`src/rtl/unified_transform_scheduler_if.sv`:
```
// Signal bundle between the transform scheduler, its job source, the PWM/RNS
// requesters and the unified FFT/NTT unit.
interface unified_transform_scheduler_if;
    // Job handshake: tf_valid is raised with stable tf_* fields and held until
    // the cycle tf_valid && tf_ready, which is the single acceptance cycle.
    logic       tf_valid;
    logic       tf_ready;
    logic       tf_is_fft;
    logic       tf_is_dif;
    logic [3:0] tf_num_limbs;
    logic [2:0] tf_constants_sel;
    logic       tf_done;
    logic       pwm_req;
    logic       pwm_gnt;
    logic       rns_req;
    logic       rns_gnt;
    logic       ut_rst;
    logic       ut_is_fft;
    logic       ut_is_dif;
    logic [3:0] ut_current_k;
    logic [2:0] ut_constants_sel;
    logic       ut_rst_pwm;
    logic       ut_done;
    logic       err;
    logic [2:0] state_dbg;

    modport master (
        output tf_valid, tf_is_fft, tf_is_dif, tf_num_limbs, tf_constants_sel,
        output pwm_req, rns_req, ut_done,
        input  tf_ready, tf_done, pwm_gnt, rns_gnt,
        input  ut_rst, ut_is_fft, ut_is_dif, ut_current_k, ut_constants_sel,
        input  ut_rst_pwm, err, state_dbg
    );

    modport slave (
        input  tf_valid, tf_is_fft, tf_is_dif, tf_num_limbs, tf_constants_sel,
        input  pwm_req, rns_req, ut_done,
        output tf_ready, tf_done, pwm_gnt, rns_gnt,
        output ut_rst, ut_is_fft, ut_is_dif, ut_current_k, ut_constants_sel,
        output ut_rst_pwm, err, state_dbg
    );
endinterface

```
`src/rtl/unified_transform_scheduler.sv`:
```
// Sequences FFT/NTT jobs on the unified transformation unit and lends its idle
// butterflies/multiplier to the PWM and RNS requesters.
module unified_transform_scheduler #(
    parameter int MAX_K      = 8,
    parameter int RST_CYCLES = 4,
    parameter int TIMEOUT    = 65535
) (
    input logic clk,
    input logic rst,
    unified_transform_scheduler_if.slave bus
);
    localparam int WD_W = $clog2(TIMEOUT + 1);
    localparam int RC_W = $clog2(RST_CYCLES + 1);
    localparam logic [3:0]      MAX_K_L  = 4'(MAX_K);
    localparam logic [RC_W-1:0] RC_LAST  = RC_W'(RST_CYCLES - 1);
    localparam logic [WD_W-1:0] WD_LAST  = WD_W'(TIMEOUT - 1);

    typedef enum logic [2:0] {
        S_IDLE    = 3'd0,
        S_PRE_RST = 3'd1,
        S_RUN     = 3'd2,
        S_NEXT    = 3'd3,
        S_ABORT   = 3'd4
    } state_t;

    typedef enum logic {
        PRIO_SHARED = 1'b0,
        PRIO_TF     = 1'b1
    } prio_t;

    state_t          state_q, state_d;
    prio_t           prio_q, prio_d;
    logic [RC_W-1:0] rc_q, rc_d;
    logic [WD_W-1:0] wd_q, wd_d;
    logic [3:0]      limbs_q, limbs_d;
    logic [3:0]      limbs_req;
    logic            ut_rst_q, ut_rst_d;
    logic            ut_rst_pwm_q, ut_rst_pwm_d;
    logic            ut_is_fft_q, ut_is_fft_d;
    logic            ut_is_dif_q, ut_is_dif_d;
    logic [3:0]      ut_k_q, ut_k_d;
    logic [2:0]      ut_cs_q, ut_cs_d;
    logic            pwm_gnt_q, pwm_gnt_d;
    logic            rns_gnt_q, rns_gnt_d;
    logic            tf_done_q, tf_done_d;
    logic            err_q, err_d;
    logic            tf_ready_w;
    logic            accept;
    logic            grant_block;

    // Shared users win a tie unless the job has already been promised the unit.
    assign tf_ready_w = (state_q == S_IDLE) && !pwm_gnt_q && !rns_gnt_q &&
                        !(prio_q == PRIO_SHARED && (bus.pwm_req || bus.rns_req));
    assign accept      = bus.tf_valid && tf_ready_w;
    assign grant_block = bus.tf_valid && (prio_q == PRIO_TF);

    always_comb begin
        limbs_req = bus.tf_num_limbs;
        if (bus.tf_is_fft || bus.tf_num_limbs == 4'd0) begin
            limbs_req = 4'd1;
        end else if (bus.tf_num_limbs > MAX_K_L) begin
            limbs_req = MAX_K_L;
        end
    end

    always_comb begin
        state_d     = state_q;
        prio_d      = prio_q;
        rc_d        = rc_q;
        wd_d        = wd_q;
        limbs_d     = limbs_q;
        ut_rst_d    = ut_rst_q;
        ut_is_fft_d = ut_is_fft_q;
        ut_is_dif_d = ut_is_dif_q;
        ut_k_d      = ut_k_q;
        ut_cs_d     = ut_cs_q;
        pwm_gnt_d   = 1'b0;
        rns_gnt_d   = 1'b0;
        tf_done_d   = 1'b0;
        err_d       = err_q;

        case (state_q)
            S_IDLE: begin
                ut_rst_d = 1'b1;
                if (accept) begin
                    ut_is_fft_d = bus.tf_is_fft;
                    ut_is_dif_d = bus.tf_is_dif;
                    ut_cs_d     = bus.tf_constants_sel;
                    limbs_d     = limbs_req;
                    ut_k_d      = 4'd0;
                    rc_d        = '0;
                    state_d     = S_PRE_RST;
                end else begin
                    // A held grant follows its request; release wins over re-request.
                    pwm_gnt_d = pwm_gnt_q ? bus.pwm_req : (bus.pwm_req && !grant_block);
                    rns_gnt_d = rns_gnt_q ? bus.rns_req : (bus.rns_req && !grant_block);
                    if ((pwm_gnt_q || rns_gnt_q) && !pwm_gnt_d && !rns_gnt_d && bus.tf_valid) begin
                        prio_d = PRIO_TF;
                    end
                end
            end
            S_PRE_RST: begin
                ut_rst_d = 1'b1;
                wd_d     = '0;
                if (rc_q == RC_LAST) begin
                    ut_rst_d = 1'b0;
                    state_d  = S_RUN;
                end else begin
                    rc_d = rc_q + RC_W'(1);
                end
            end
            S_RUN: begin
                ut_rst_d = 1'b0;
                if (bus.ut_done) begin
                    ut_rst_d = 1'b1;
                    state_d  = S_NEXT;
                end else if (wd_q == WD_LAST) begin
                    ut_rst_d = 1'b1;
                    state_d  = S_ABORT;
                end else begin
                    wd_d = wd_q + WD_W'(1);
                end
            end
            S_NEXT: begin
                ut_rst_d = 1'b1;
                if (({1'b0, ut_k_q} + 5'd1) < {1'b0, limbs_q}) begin
                    ut_k_d  = ut_k_q + 4'd1;
                    rc_d    = '0;
                    state_d = S_PRE_RST;
                end else begin
                    tf_done_d   = 1'b1;
                    prio_d      = PRIO_SHARED;
                    ut_k_d      = 4'd0;
                    ut_is_fft_d = 1'b0;
                    state_d     = S_IDLE;
                end
            end
            S_ABORT: begin
                ut_rst_d    = 1'b1;
                err_d       = 1'b1;
                tf_done_d   = 1'b1;
                prio_d      = PRIO_SHARED;
                ut_k_d      = 4'd0;
                ut_is_fft_d = 1'b0;
                state_d     = S_IDLE;
            end
            default: begin
                ut_rst_d = 1'b1;
                state_d  = S_IDLE;
            end
        endcase

        ut_rst_pwm_d = ~pwm_gnt_d;
    end

    always_ff @(posedge clk) begin
        if (rst) begin
            state_q      <= S_IDLE;
            prio_q       <= PRIO_SHARED;
            rc_q         <= '0;
            wd_q         <= '0;
            limbs_q      <= 4'd1;
            ut_rst_q     <= 1'b1;
            ut_rst_pwm_q <= 1'b1;
            ut_is_fft_q  <= 1'b0;
            ut_is_dif_q  <= 1'b0;
            ut_k_q       <= 4'd0;
            ut_cs_q      <= 3'd0;
            pwm_gnt_q    <= 1'b0;
            rns_gnt_q    <= 1'b0;
            tf_done_q    <= 1'b0;
            err_q        <= 1'b0;
        end else begin
            state_q      <= state_d;
            prio_q       <= prio_d;
            rc_q         <= rc_d;
            wd_q         <= wd_d;
            limbs_q      <= limbs_d;
            ut_rst_q     <= ut_rst_d;
            ut_rst_pwm_q <= ut_rst_pwm_d;
            ut_is_fft_q  <= ut_is_fft_d;
            ut_is_dif_q  <= ut_is_dif_d;
            ut_k_q       <= ut_k_d;
            ut_cs_q      <= ut_cs_d;
            pwm_gnt_q    <= pwm_gnt_d;
            rns_gnt_q    <= rns_gnt_d;
            tf_done_q    <= tf_done_d;
            err_q        <= err_d;
        end
    end

    assign bus.tf_ready         = tf_ready_w;
    assign bus.tf_done          = tf_done_q;
    assign bus.pwm_gnt          = pwm_gnt_q;
    assign bus.rns_gnt          = rns_gnt_q;
    assign bus.ut_rst           = ut_rst_q;
    assign bus.ut_is_fft        = ut_is_fft_q;
    assign bus.ut_is_dif        = ut_is_dif_q;
    assign bus.ut_current_k     = ut_k_q;
    assign bus.ut_constants_sel = ut_cs_q;
    assign bus.ut_rst_pwm       = ut_rst_pwm_q;
    assign bus.err              = err_q;
    assign bus.state_dbg        = state_q;
endmodule

```
`src/flat_wrapper.sv`:
```
// flat-port wrapper written by rule: the top's interface ports become plain ports
module unified_transform_scheduler_flat 
#(
    parameter int MAX_K      = 8,
    parameter int RST_CYCLES = 4,
    parameter int TIMEOUT    = 65535
)
  (clk, rst, bus_tf_valid, bus_tf_is_fft, bus_tf_is_dif, bus_tf_num_limbs, bus_tf_constants_sel, bus_pwm_req, bus_rns_req, bus_ut_done, bus_tf_ready, bus_tf_done, bus_pwm_gnt, bus_rns_gnt, bus_ut_rst, bus_ut_is_fft, bus_ut_is_dif, bus_ut_current_k, bus_ut_constants_sel, bus_ut_rst_pwm, bus_err, bus_state_dbg);
  unified_transform_scheduler_if bus_i ();
  input logic clk;
  input logic rst;
  input wire logic [$bits(bus_i.tf_valid)-1:0] bus_tf_valid;
  input wire logic [$bits(bus_i.tf_is_fft)-1:0] bus_tf_is_fft;
  input wire logic [$bits(bus_i.tf_is_dif)-1:0] bus_tf_is_dif;
  input wire logic [$bits(bus_i.tf_num_limbs)-1:0] bus_tf_num_limbs;
  input wire logic [$bits(bus_i.tf_constants_sel)-1:0] bus_tf_constants_sel;
  input wire logic [$bits(bus_i.pwm_req)-1:0] bus_pwm_req;
  input wire logic [$bits(bus_i.rns_req)-1:0] bus_rns_req;
  input wire logic [$bits(bus_i.ut_done)-1:0] bus_ut_done;
  output wire logic [$bits(bus_i.tf_ready)-1:0] bus_tf_ready;
  output wire logic [$bits(bus_i.tf_done)-1:0] bus_tf_done;
  output wire logic [$bits(bus_i.pwm_gnt)-1:0] bus_pwm_gnt;
  output wire logic [$bits(bus_i.rns_gnt)-1:0] bus_rns_gnt;
  output wire logic [$bits(bus_i.ut_rst)-1:0] bus_ut_rst;
  output wire logic [$bits(bus_i.ut_is_fft)-1:0] bus_ut_is_fft;
  output wire logic [$bits(bus_i.ut_is_dif)-1:0] bus_ut_is_dif;
  output wire logic [$bits(bus_i.ut_current_k)-1:0] bus_ut_current_k;
  output wire logic [$bits(bus_i.ut_constants_sel)-1:0] bus_ut_constants_sel;
  output wire logic [$bits(bus_i.ut_rst_pwm)-1:0] bus_ut_rst_pwm;
  output wire logic [$bits(bus_i.err)-1:0] bus_err;
  output wire logic [$bits(bus_i.state_dbg)-1:0] bus_state_dbg;
  assign bus_i.tf_valid = bus_tf_valid;
  assign bus_i.tf_is_fft = bus_tf_is_fft;
  assign bus_i.tf_is_dif = bus_tf_is_dif;
  assign bus_i.tf_num_limbs = bus_tf_num_limbs;
  assign bus_i.tf_constants_sel = bus_tf_constants_sel;
  assign bus_i.pwm_req = bus_pwm_req;
  assign bus_i.rns_req = bus_rns_req;
  assign bus_i.ut_done = bus_ut_done;
  assign bus_tf_ready = bus_i.tf_ready;
  assign bus_tf_done = bus_i.tf_done;
  assign bus_pwm_gnt = bus_i.pwm_gnt;
  assign bus_rns_gnt = bus_i.rns_gnt;
  assign bus_ut_rst = bus_i.ut_rst;
  assign bus_ut_is_fft = bus_i.ut_is_fft;
  assign bus_ut_is_dif = bus_i.ut_is_dif;
  assign bus_ut_current_k = bus_i.ut_current_k;
  assign bus_ut_constants_sel = bus_i.ut_constants_sel;
  assign bus_ut_rst_pwm = bus_i.ut_rst_pwm;
  assign bus_err = bus_i.err;
  assign bus_state_dbg = bus_i.state_dbg;
  unified_transform_scheduler #(.MAX_K(MAX_K), .RST_CYCLES(RST_CYCLES), .TIMEOUT(TIMEOUT)) u_core (.clk(clk), .rst(rst), .bus(bus_i));
endmodule
```
`config.mk`:
```
export PLATFORM = sky130hd
export DESIGN_NAME = unified_transform_scheduler_flat
export DESIGN_NICKNAME = d
export VERILOG_FILES = /design/src/rtl/unified_transform_scheduler_if.sv /design/src/rtl/unified_transform_scheduler.sv /design/src/flat_wrapper.sv
export SDC_FILE = /design/constraint.sdc
export NUM_CORES = 1
export LEC_CHECK = 0
export BUFFER_PORTS_ARGS = -buffer_cell sky130_fd_sc_hd__buf_2
export CELL_PAD_IN_SITES_DETAIL_PLACEMENT = 0
export CELL_PAD_IN_SITES_GLOBAL_PLACEMENT = 2
export CORE_UTILIZATION = 33
export DETAILED_ROUTE_END_ITERATION = 10
export PLACE_DENSITY = 0.86
export SLEW_MARGIN = 20
export SYNTH_ARGS = -nofsm -noshare
export SYNTH_HDL_FRONTEND = slang
export SYNTH_SLANG_ARGS = --single-unit
```
`constraint.sdc`:
```
create_clock -name clk -period 2.7 [get_ports clk]
set_input_delay 0.54 -clock clk [delete_from_list [all_inputs] [get_ports clk]]
set_output_delay 0.54 -clock clk [all_outputs]
set_load 0.03 [all_outputs]
```
After elaboration in Yosys (flattened, before gate mapping):

Cells that the tools add are included.

* register bits after elaboration: 42
* input port bits: 15
* output and inout bits: 19
* logic and storage cells: 107

* add/sub/neg operators: 4
* $lt $le $gt $ge: 2
* equal/unequal tests: 16
* mux-type cells: 34
* bitwise logic cells: 3
* reduce and logical (&&, ||, !) cells: 33

Operator list (count)
* two-way mux 16 bit: 2
* case mux 16 bit (2 select lines): 1
* two-way mux 3 bit: 7
* adder 16 x 1 -> 16 bit (second input constant): 1
* == test 16 bit (second input constant): 1
* two-way mux 4 bit: 4
* two-way mux 1 bit: 13
* inequality test 2 bit (second input constant): 6
* case mux 3 bit (4 select lines): 1
* case mux 4 bit (3 select lines): 1
* logical AND 1 bit: 11
* == test 3 x 2 -> 1 bit (second input constant): 3
* case mux 3 bit (3 select lines): 1
* AND reduction 3 bit: 3
* AND reduction 4 bit: 2
* logical NOT 1 bit: 6
* inequality test 2 x 1 -> 1 bit (second input constant): 3
* case mux 1 bit (3 select lines): 2
* nonzero test 3 bit: 2
* adder 4 x 1 -> 5 bit (second input constant): 1
* < comparator 5 x 4 -> 1 bit: 1
* adder 4 x 1 -> 4 bit (second input constant): 1
* > comparator 4 bit (second input constant): 1
* logical NOT 4 bit: 1
* other kinds (11): 17

Depth between registers and ports, before layout:

Gate-level depths: netlist of the first run.

* depth in word-level cells: 11
* depth in mapped cells: 8
* depth with buffers taken out: 8

Least setup slack after synthesis of the first run:

OpenSTA, ideal clock, no wires.

* path type: input port to flip-flop
* start: input bus_ut_done
* end: register u_core.wd_q[15]
* library setup time: 0.070 ns
* arrival: 2.164 ns
* setup slack: 0.466 ns
* cell stages on the path: 5
* path buffers: 1
* path through: or4b_1 > buf_2 > or4_4 > or3_1 > a21oi_1

* cells in the longest elaborated chain, start to end: 2

Ends and longest elaborated chain
* start, declared: RTL line flat_wrapper.sv:19 `input wire logic [$bits(bus_i.ut_done)-1:0] bus_ut_done;`
* inequality test 2 bit (no source line)
* AND reduction 3 bit (no source line)
* end signal, assigned: RTL line unified_transform_scheduler.sv:177 `wd_q <= wd_d;`
* end, declared: RTL line unified_transform_scheduler.sv:34 `logic [WD_W-1:0] wd_q, wd_d;`

Every way passes these cells.
A chain may end at the register's enable or synchronous reset.

Worst setup path in the final report of the first run:

* start: register u_core.ut_k_q[0], in the netlist u_core.bus.ut_current_k[0]
* end: register u_core.ut_k_q[0], in the netlist u_core.bus.ut_current_k[0]

* cells in the longest elaborated chain, start to end: 4

Ends and longest elaborated chain
* start, declared: RTL line unified_transform_scheduler.sv:41 `logic [3:0] ut_k_q, ut_k_d;`
* start signal, assigned: RTL line unified_transform_scheduler.sv:183 `ut_k_q <= ut_k_d;`
* adder 4 x 1 -> 5 bit: RTL line unified_transform_scheduler.sv:126 `if (({1'b0, ut_k_q} + 5'd1) < {1'b0, limbs_q}) begin`
* < comparator 5 x 4 -> 1 bit: RTL line unified_transform_scheduler.sv:126
* two-way mux 4 bit (*): RTL line unified_transform_scheduler.sv:126
* case mux 4 bit (3 select lines) (*): RTL line unified_transform_scheduler.sv:82 `case (state_q)`

Mark *: on every way between the ends. The rest lies on a longest branch, timed or not.

==> results.py, run 1 <==
metrics = {
    "route": {
        "wirelength_um": 5510,
        "routedWlPerCell_um": 14.5,
        "post-route-drc-count": 0,
        "ant_nets": 0,
        "vias_per_cell": 5.63,
        "drt-initial-drc-count": 131,
        "num_vias": 2146,
        "drt_pass1_iterations": 5,
    },
    "sta": {
        "fin_skew_ns": 0.00621,
        "post-route-period-util": 0.819,
        "slew_violations": 0,
        "setup_slack_ns": 0.487,
        "grt_setup_unrepaired": "no",
        "min_period_ns": 2.21,
        "tns_ns": 0,
        "timing.slew.headroom": 0.641,
        "clock.fmax_ghz": 0.452,
        "setup_viol": 0,
        "tightestPinTransition_ns": 0.537,
        "hold_violations": 0,
    },
    "grt": {
        "antenna_found_initial": 0,
        "gr-total-overflow": 0,
        "grt_max_degree": 26,
        "grt_pass1_vias": 1969,
        "grt_pass1_wl_um": 9450,
        "track_usage": 0.165,
    },
    "pwr": {
        "p_leak_nw": 0.952,
        "ir_drop_uv": 239,
        "power_density_mw_per_mm2": 520,
    },
    "floorplan": {
        "ios": 34,
        "core-area_sq_mm": 0.00639,
        "row_count": 29,
        "start_util": 0.345,
        "dieWidth_um": 83.7,
        "die_y_um": 83.7,
        "dieArea_sq_mm": 0.00700,
    },
    "critical_path": {
        "path_class": "register to register",
        "cp-start-kind": "register",
        "critPathMaxFanout": 6,
        "cpPeakStageDelay_ns": 0.48,
        "worst_setup_path_end_kind": "register",
        "path_cells": "ha_1 > nor2b_1 > or2_2 > ha_1 > a21oi_1 > nand2_1 > or4_1 > a21oi_1",
        "cp.arrival_ns": 2.44,
        "ff2ff_setup_slack_ns": 0.49,
        "crit_family": "simple AND/OR/NAND/NOR gates",
        "worst_path_max_delay_cell": "or4_1",
        "rr_worst_depth": 8,
        "worst_ep_required_time_ns": 2.93,
        "cp.depth": 8,
        "crit_buf_inv": 0,
    },
    "logic_synthesis": {
        "postSynthAreaPerCell_sq_um": 8.21,
        "yosysSeqAreaShare": 0.382,
        "netlist_area_sq_mm": 0.00220,
        "ys_top_cells_by_count": "dfxtp_1, nand2_1, a21oi_1, nand3_1, inv_1",
        "yosysWarnings": 0,
        "synth_seq_cells": 42,
        "yosys.cell_types.count": 50,
        "ys_top_cells_by_area": "dfxtp_1, a21oi_1, nand2_1, nand3_1, ha_1",
        "synth_edf_count": 0,
        "yosysTopAreaCell": "dfxtp_1",
        "synth_flop_cell": "dfxtp_1",
        "synth.top_cell.area_share": 0.382,
        "synth_cells": 268,
        "synth_nets": 291,
        "yosysMostFrequentCell": "dfxtp_1",
        "ys_async_sr_fraction": 0,
    },
    "placed_design": {
        "gp_congestion": 0.752,
        "pre_cts_slack_ns": 0.412,
        "dp_hpwl_um": 4030,
        "numPortBuffers": 33,
        "place_area_sq_mm": 0.00247,
    },
    "run": {
        "maxCapViolCount": 0,
    },
    "final_layout": {
        "nets": 326,
        "syn2layout_area_growth_pct": 18.8,
        "drive_gt1_frac": 0.194,
        "antenna_cells": 0,
        "fillCellCount": 656,
        "fin_area_sq_mm": 0.00261,
        "regArea_sq_um": 841,
        "multi_input_area_sq_mm": 0.00126,
    },
    "clock_tree": {
        "clkSinkCount": 42,
        "htree_levels": 2,
        "clockBufferDepth": 2,
        "cts_buffers": 5,
        "cts_setup_buffers": 0,
        "path_clk_slew_ns": 0.08,
        "root_buffer": "clkbuf_8",
        "ctsResizeCount": 0,
        "insertion_delay_ns": 0.29,
        "cts_tree": "done",
        "ctsHoldBuffers": 0,
    },
    "worst_hold_path": {
        "hold_depth": 2,
        "min_path_type": "register to register",
    },
    "run_status": {
        "status": "finished clean",
    },
}
layer usage:
metal / vias up / global-route usage / share of wire
met3: 10 / 0.0297 / 0.049
met4: 0 / 0.0693 / 0.019
met2: 51 / 0.232 / 0.42
met1: 1011 / 0.244 / 0.52
met5: - / 0 / 0
li1: 1074 / - / -
worst reg2reg max path, stage by stage (launching register included):
cell	delay, ns
dfxtp_1	0.37
ha_1	0.24
nor2b_1	0.14
or2_2	0.28
ha_1	0.18
a21oi_1	0.20
nand2_1	0.11
or4_1	0.48
a21oi_1	0.15
cell usage in the layout, fill, tap and decap left out, types with 8 or more instances in the layout:
cell type,netlist,final
inv_1,13,13
nor3_1,8,8
nand3_1,21,21
dfxtp_1,42,42
a21oi_1,24,24
buf_4,0,8
ha_1,8,8
nor4_1,8,8
buf_2,2,33
nand2_1,32,32
o21ai_0,8,8
worst paths after layout:
path | startpoint | endpoint
worst max-delay path | u_core.bus.ut_current_k[0] | u_core.bus.ut_current_k[0]
worst min-delay path | u_core.limbs_q[2] | u_core.limbs_q[2]
worst max register to register | u_core.bus.ut_current_k[0] | u_core.bus.ut_current_k[0]
worst min register to register | u_core.limbs_q[2] | u_core.limbs_q[2]
cell families (layout without fill, tap and decap cells):
group | Yosys count | in the layout | synth area share
AOI/OAI and AO/OA | 66 | 66 | 0.197
xor gates and xnor gates | 1 | 1 | 0.00398
adders and majority gates | 8 | 8 | 0.0455
buffers and inverters | 27 | 63 | 0.0472
DFF | 42 | 42 | 0.382
muxes | 4 | 4 | 0.0182
and+or+nand+nor | 120 | 120 | 0.306
power by group:
group / switching (mW) / internal [mW]
Sequential: 0.00793 / 0.629
Combinational: 0.0690 / 0.0355
Clock: 0.224 / 0.395
flip-flops by register name (all words and copies together) (netlist names), 3 cells and up:
name                         count
u_core.bus.state_dbg             3
u_core.limbs_q                   4
u_core.bus.ut_constants_sel      3
u_core.wd_q                     16
u_core.rc_q                      3
u_core.bus.ut_current_k          4
metrics by stage:
step | util | power, mW | cells | hold slack (ns)
2_1_floorplan | - | 0.718 | 268 | 0.432
3_3_place_gp | 0.387 | 0.755 | 373 | 0.441
3_5_place_dp | 0.387 | 0.756 | 373 | 0.445
4_1_cts | 0.409 | 1.37 | 381 | 0.457
5_1_grt | 0.409 | 1.41 | 381 | 0.476
6_report | 0.409 | 1.36 | 381 | 0.452
cell type report:
class                           count  area share
Clock buffer                        6      0.0316
Clock inverter                      2      0.0230
Inverter                           14      0.0201
Multi-Input combinational cell    199       0.481
Sequential cell                    42       0.322
Tap cell                           77      0.0369
Timing Repair Buffer               41      0.0862
No activity file was read; power rests on OpenSTA's default activity.
==> inputs of run 2 (changes only) <==
Clock period 2.7 ns to 2.2 ns, I/O delays scaled along.
==> run 2 against run 1 <==
  * Clock power is 0.8% lower
  * Highest routed layer unchanged
  * Largest cell class unchanged
  * Die area stayed put
  * Final cell count is 1.6% higher
  * Setup slack worse by 0.43 ns
  * Maximum frequency is 3.2% higher
==> results.py, run 2 (synthesis results as in run 1) <==
metrics = {
    "run_status": {
        "status": "finished clean",
    },
    "final_layout": {
        "antenna_cells": 0,
        "nets": 332,
        "drive_gt1_frac": 0.226,
        "final_cell_mix": "dfxtp_1, buf_2, nand2_1",
        "syn2layout_area_growth_pct": 20.0,
        "largest_reg_flops": 16,
        "top_register": "u_core.wd_q",
        "final_common_cell": "dfxtp_1",
        "layoutNonFillerInstCount": 387,
    },
    "floorplan": {
        "die_y_um": 83.7,
        "row_count": 29,
        "ios": 34,
        "core-area_sq_mm": 0.00639,
        "dieArea_sq_mm": 0.00700,
        "dieWidth_um": 83.7,
        "start_util": 0.345,
    },
    "route": {
        "vias_per_cell": 5.52,
        "routedWlPerCell_um": 14.8,
        "wl_met1_um": 3020,
        "drt-initial-drc-count": 120,
        "wl_met2_um": 2430,
        "num_vias": 2136,
        "drt_pass1_iterations": 4,
        "ant_nets": 0,
        "post-route-drc-count": 0,
        "top_layer": "met4",
        "routed-wl-met3_um": 190,
        "wirelength_um": 5720,
    },
    "grt": {
        "grt_max_degree": 18,
        "grt_pass1_wl_um": 9400,
        "antenna_found_initial": 0,
        "track_usage": 0.167,
        "gr-total-overflow": 0,
        "grt_pass1_vias": 1982,
    },
    "critical_path": {
        "cpPeakStageDelay_ns": 0.53,
        "worst_ep_required_time_ns": 2.43,
        "cp.arrival_ns": 2.37,
        "worst_path_max_delay_cell": "or4_4",
        "path_cells": "ha_2 > nor2b_1 > or2_2 > ha_1 > o211a_1 > or4_4 > a21oi_2",
        "worst_setup_path_end_kind": "register",
        "critPathMaxFanout": 4,
        "path_class": "register to register",
        "cp-start-kind": "register",
    },
    "clock_tree": {
        "clockBufferDepth": 2,
        "cts_buffers": 5,
        "insertion_delay_ns": 0.30,
        "htree_levels": 2,
        "cts_tree": "done",
        "root_buffer": "clkbuf_8",
        "path_clk_slew_ns": 0.08,
        "clkSinkCount": 42,
        "ctsHoldBuffers": 0,
        "ctsResizeCount": 0,
        "cts_setup_buffers": 0,
    },
    "sta": {
        "clock.fmax_ghz": 0.467,
        "setup_slack_ns": 0.0566,
        "setup_viol": 0,
        "tns_ns": 0,
        "timing.slew.headroom": 0.605,
        "slew_violations": 0,
        "post-route-period-util": 0.974,
        "fin_skew_ns": 0.00626,
        "hold_violations": 0,
        "tightestPinTransition_ns": 0.591,
        "min_period_ns": 2.14,
    },
    "placed_design": {
        "numPortBuffers": 33,
        "dpl.cell_count": 379,
        "dp_hpwl_um": 4080,
        "gp_congestion": 0.816,
        "pre_cts_slack_ns": 0.0209,
    },
    "worst_hold_path": {
        "min_path_type": "primary input to register",
    },
    "run": {
        "maxCapViolCount": 0,
    },
    "pwr": {
        "ir_drop_uv": 302,
        "power_density_mw_per_mm2": 579,
        "p_leak_nw": 0.965,
    },
}
==> run 2: power by group <==
group          switching, mW  leakage, nW  internal, mW
combinational         0.0896        0.572        0.0481
sequential           0.00703        0.341         0.772
clock                  0.274       0.0524         0.340
==> run 2: worst paths after layout <==
path              slack [ns]                             end  depth (start not counted)                      startpoint
setup / recovery        0.06      u_core.bus.ut_current_k[0]                          7      u_core.bus.ut_current_k[1]
hold / removal          0.38            u_core.bus.ut_is_dif                          3                   bus_tf_is_dif
setup reg to reg        0.06      u_core.bus.ut_current_k[0]                          7      u_core.bus.ut_current_k[1]
hold reg to reg         0.45  u_core.bus.ut_constants_sel[0]                          2  u_core.bus.ut_constants_sel[0]
==> run 2: area by class of cell <==
class / count / area [sq um]
tap: 77 / 96.3
clock inverter: 1 / 30.0
timing repair buffer: 47 / 270
inverter: 14 / 52.6
clock buffer: 7 / 76.3
fill: 666 / 3740
sequential: 42 / 843
multi-input combinational: 199 / 1270
==> run 2: per-layer routing <==
metal  global-route usage  vias up
li1                     -     1088
met1                0.240      998
met2                0.250       43
met3               0.0297        7
met4               0.0555        0
met5                    0        -
==> run 2: stage by stage <==
step,hold WS (ns),area (sq um),utilization,power (mW)
global placement,0.441,2520,0.394,0.934
CTS,0.376,2630,0.411,1.55
finish,0.384,2640,0.414,1.53
detailed placement,0.446,2520,0.394,0.934
global route,0.385,2640,0.414,1.59
floorplan,0.432,2200,-,0.882
==> run 2: critical path, delay by kind of cell, from the launching register on <==
| kind | cells | cell delay [ns] |
|---|---|---|
| AO/OA/AOI/OAI | 2 | 0.33 |
| AND/OR/NAND/NOR | 3 | 0.95 |
| flip-flops | 1 | 0.34 |
| adder cells (fa/ha/maj) | 2 | 0.46 |
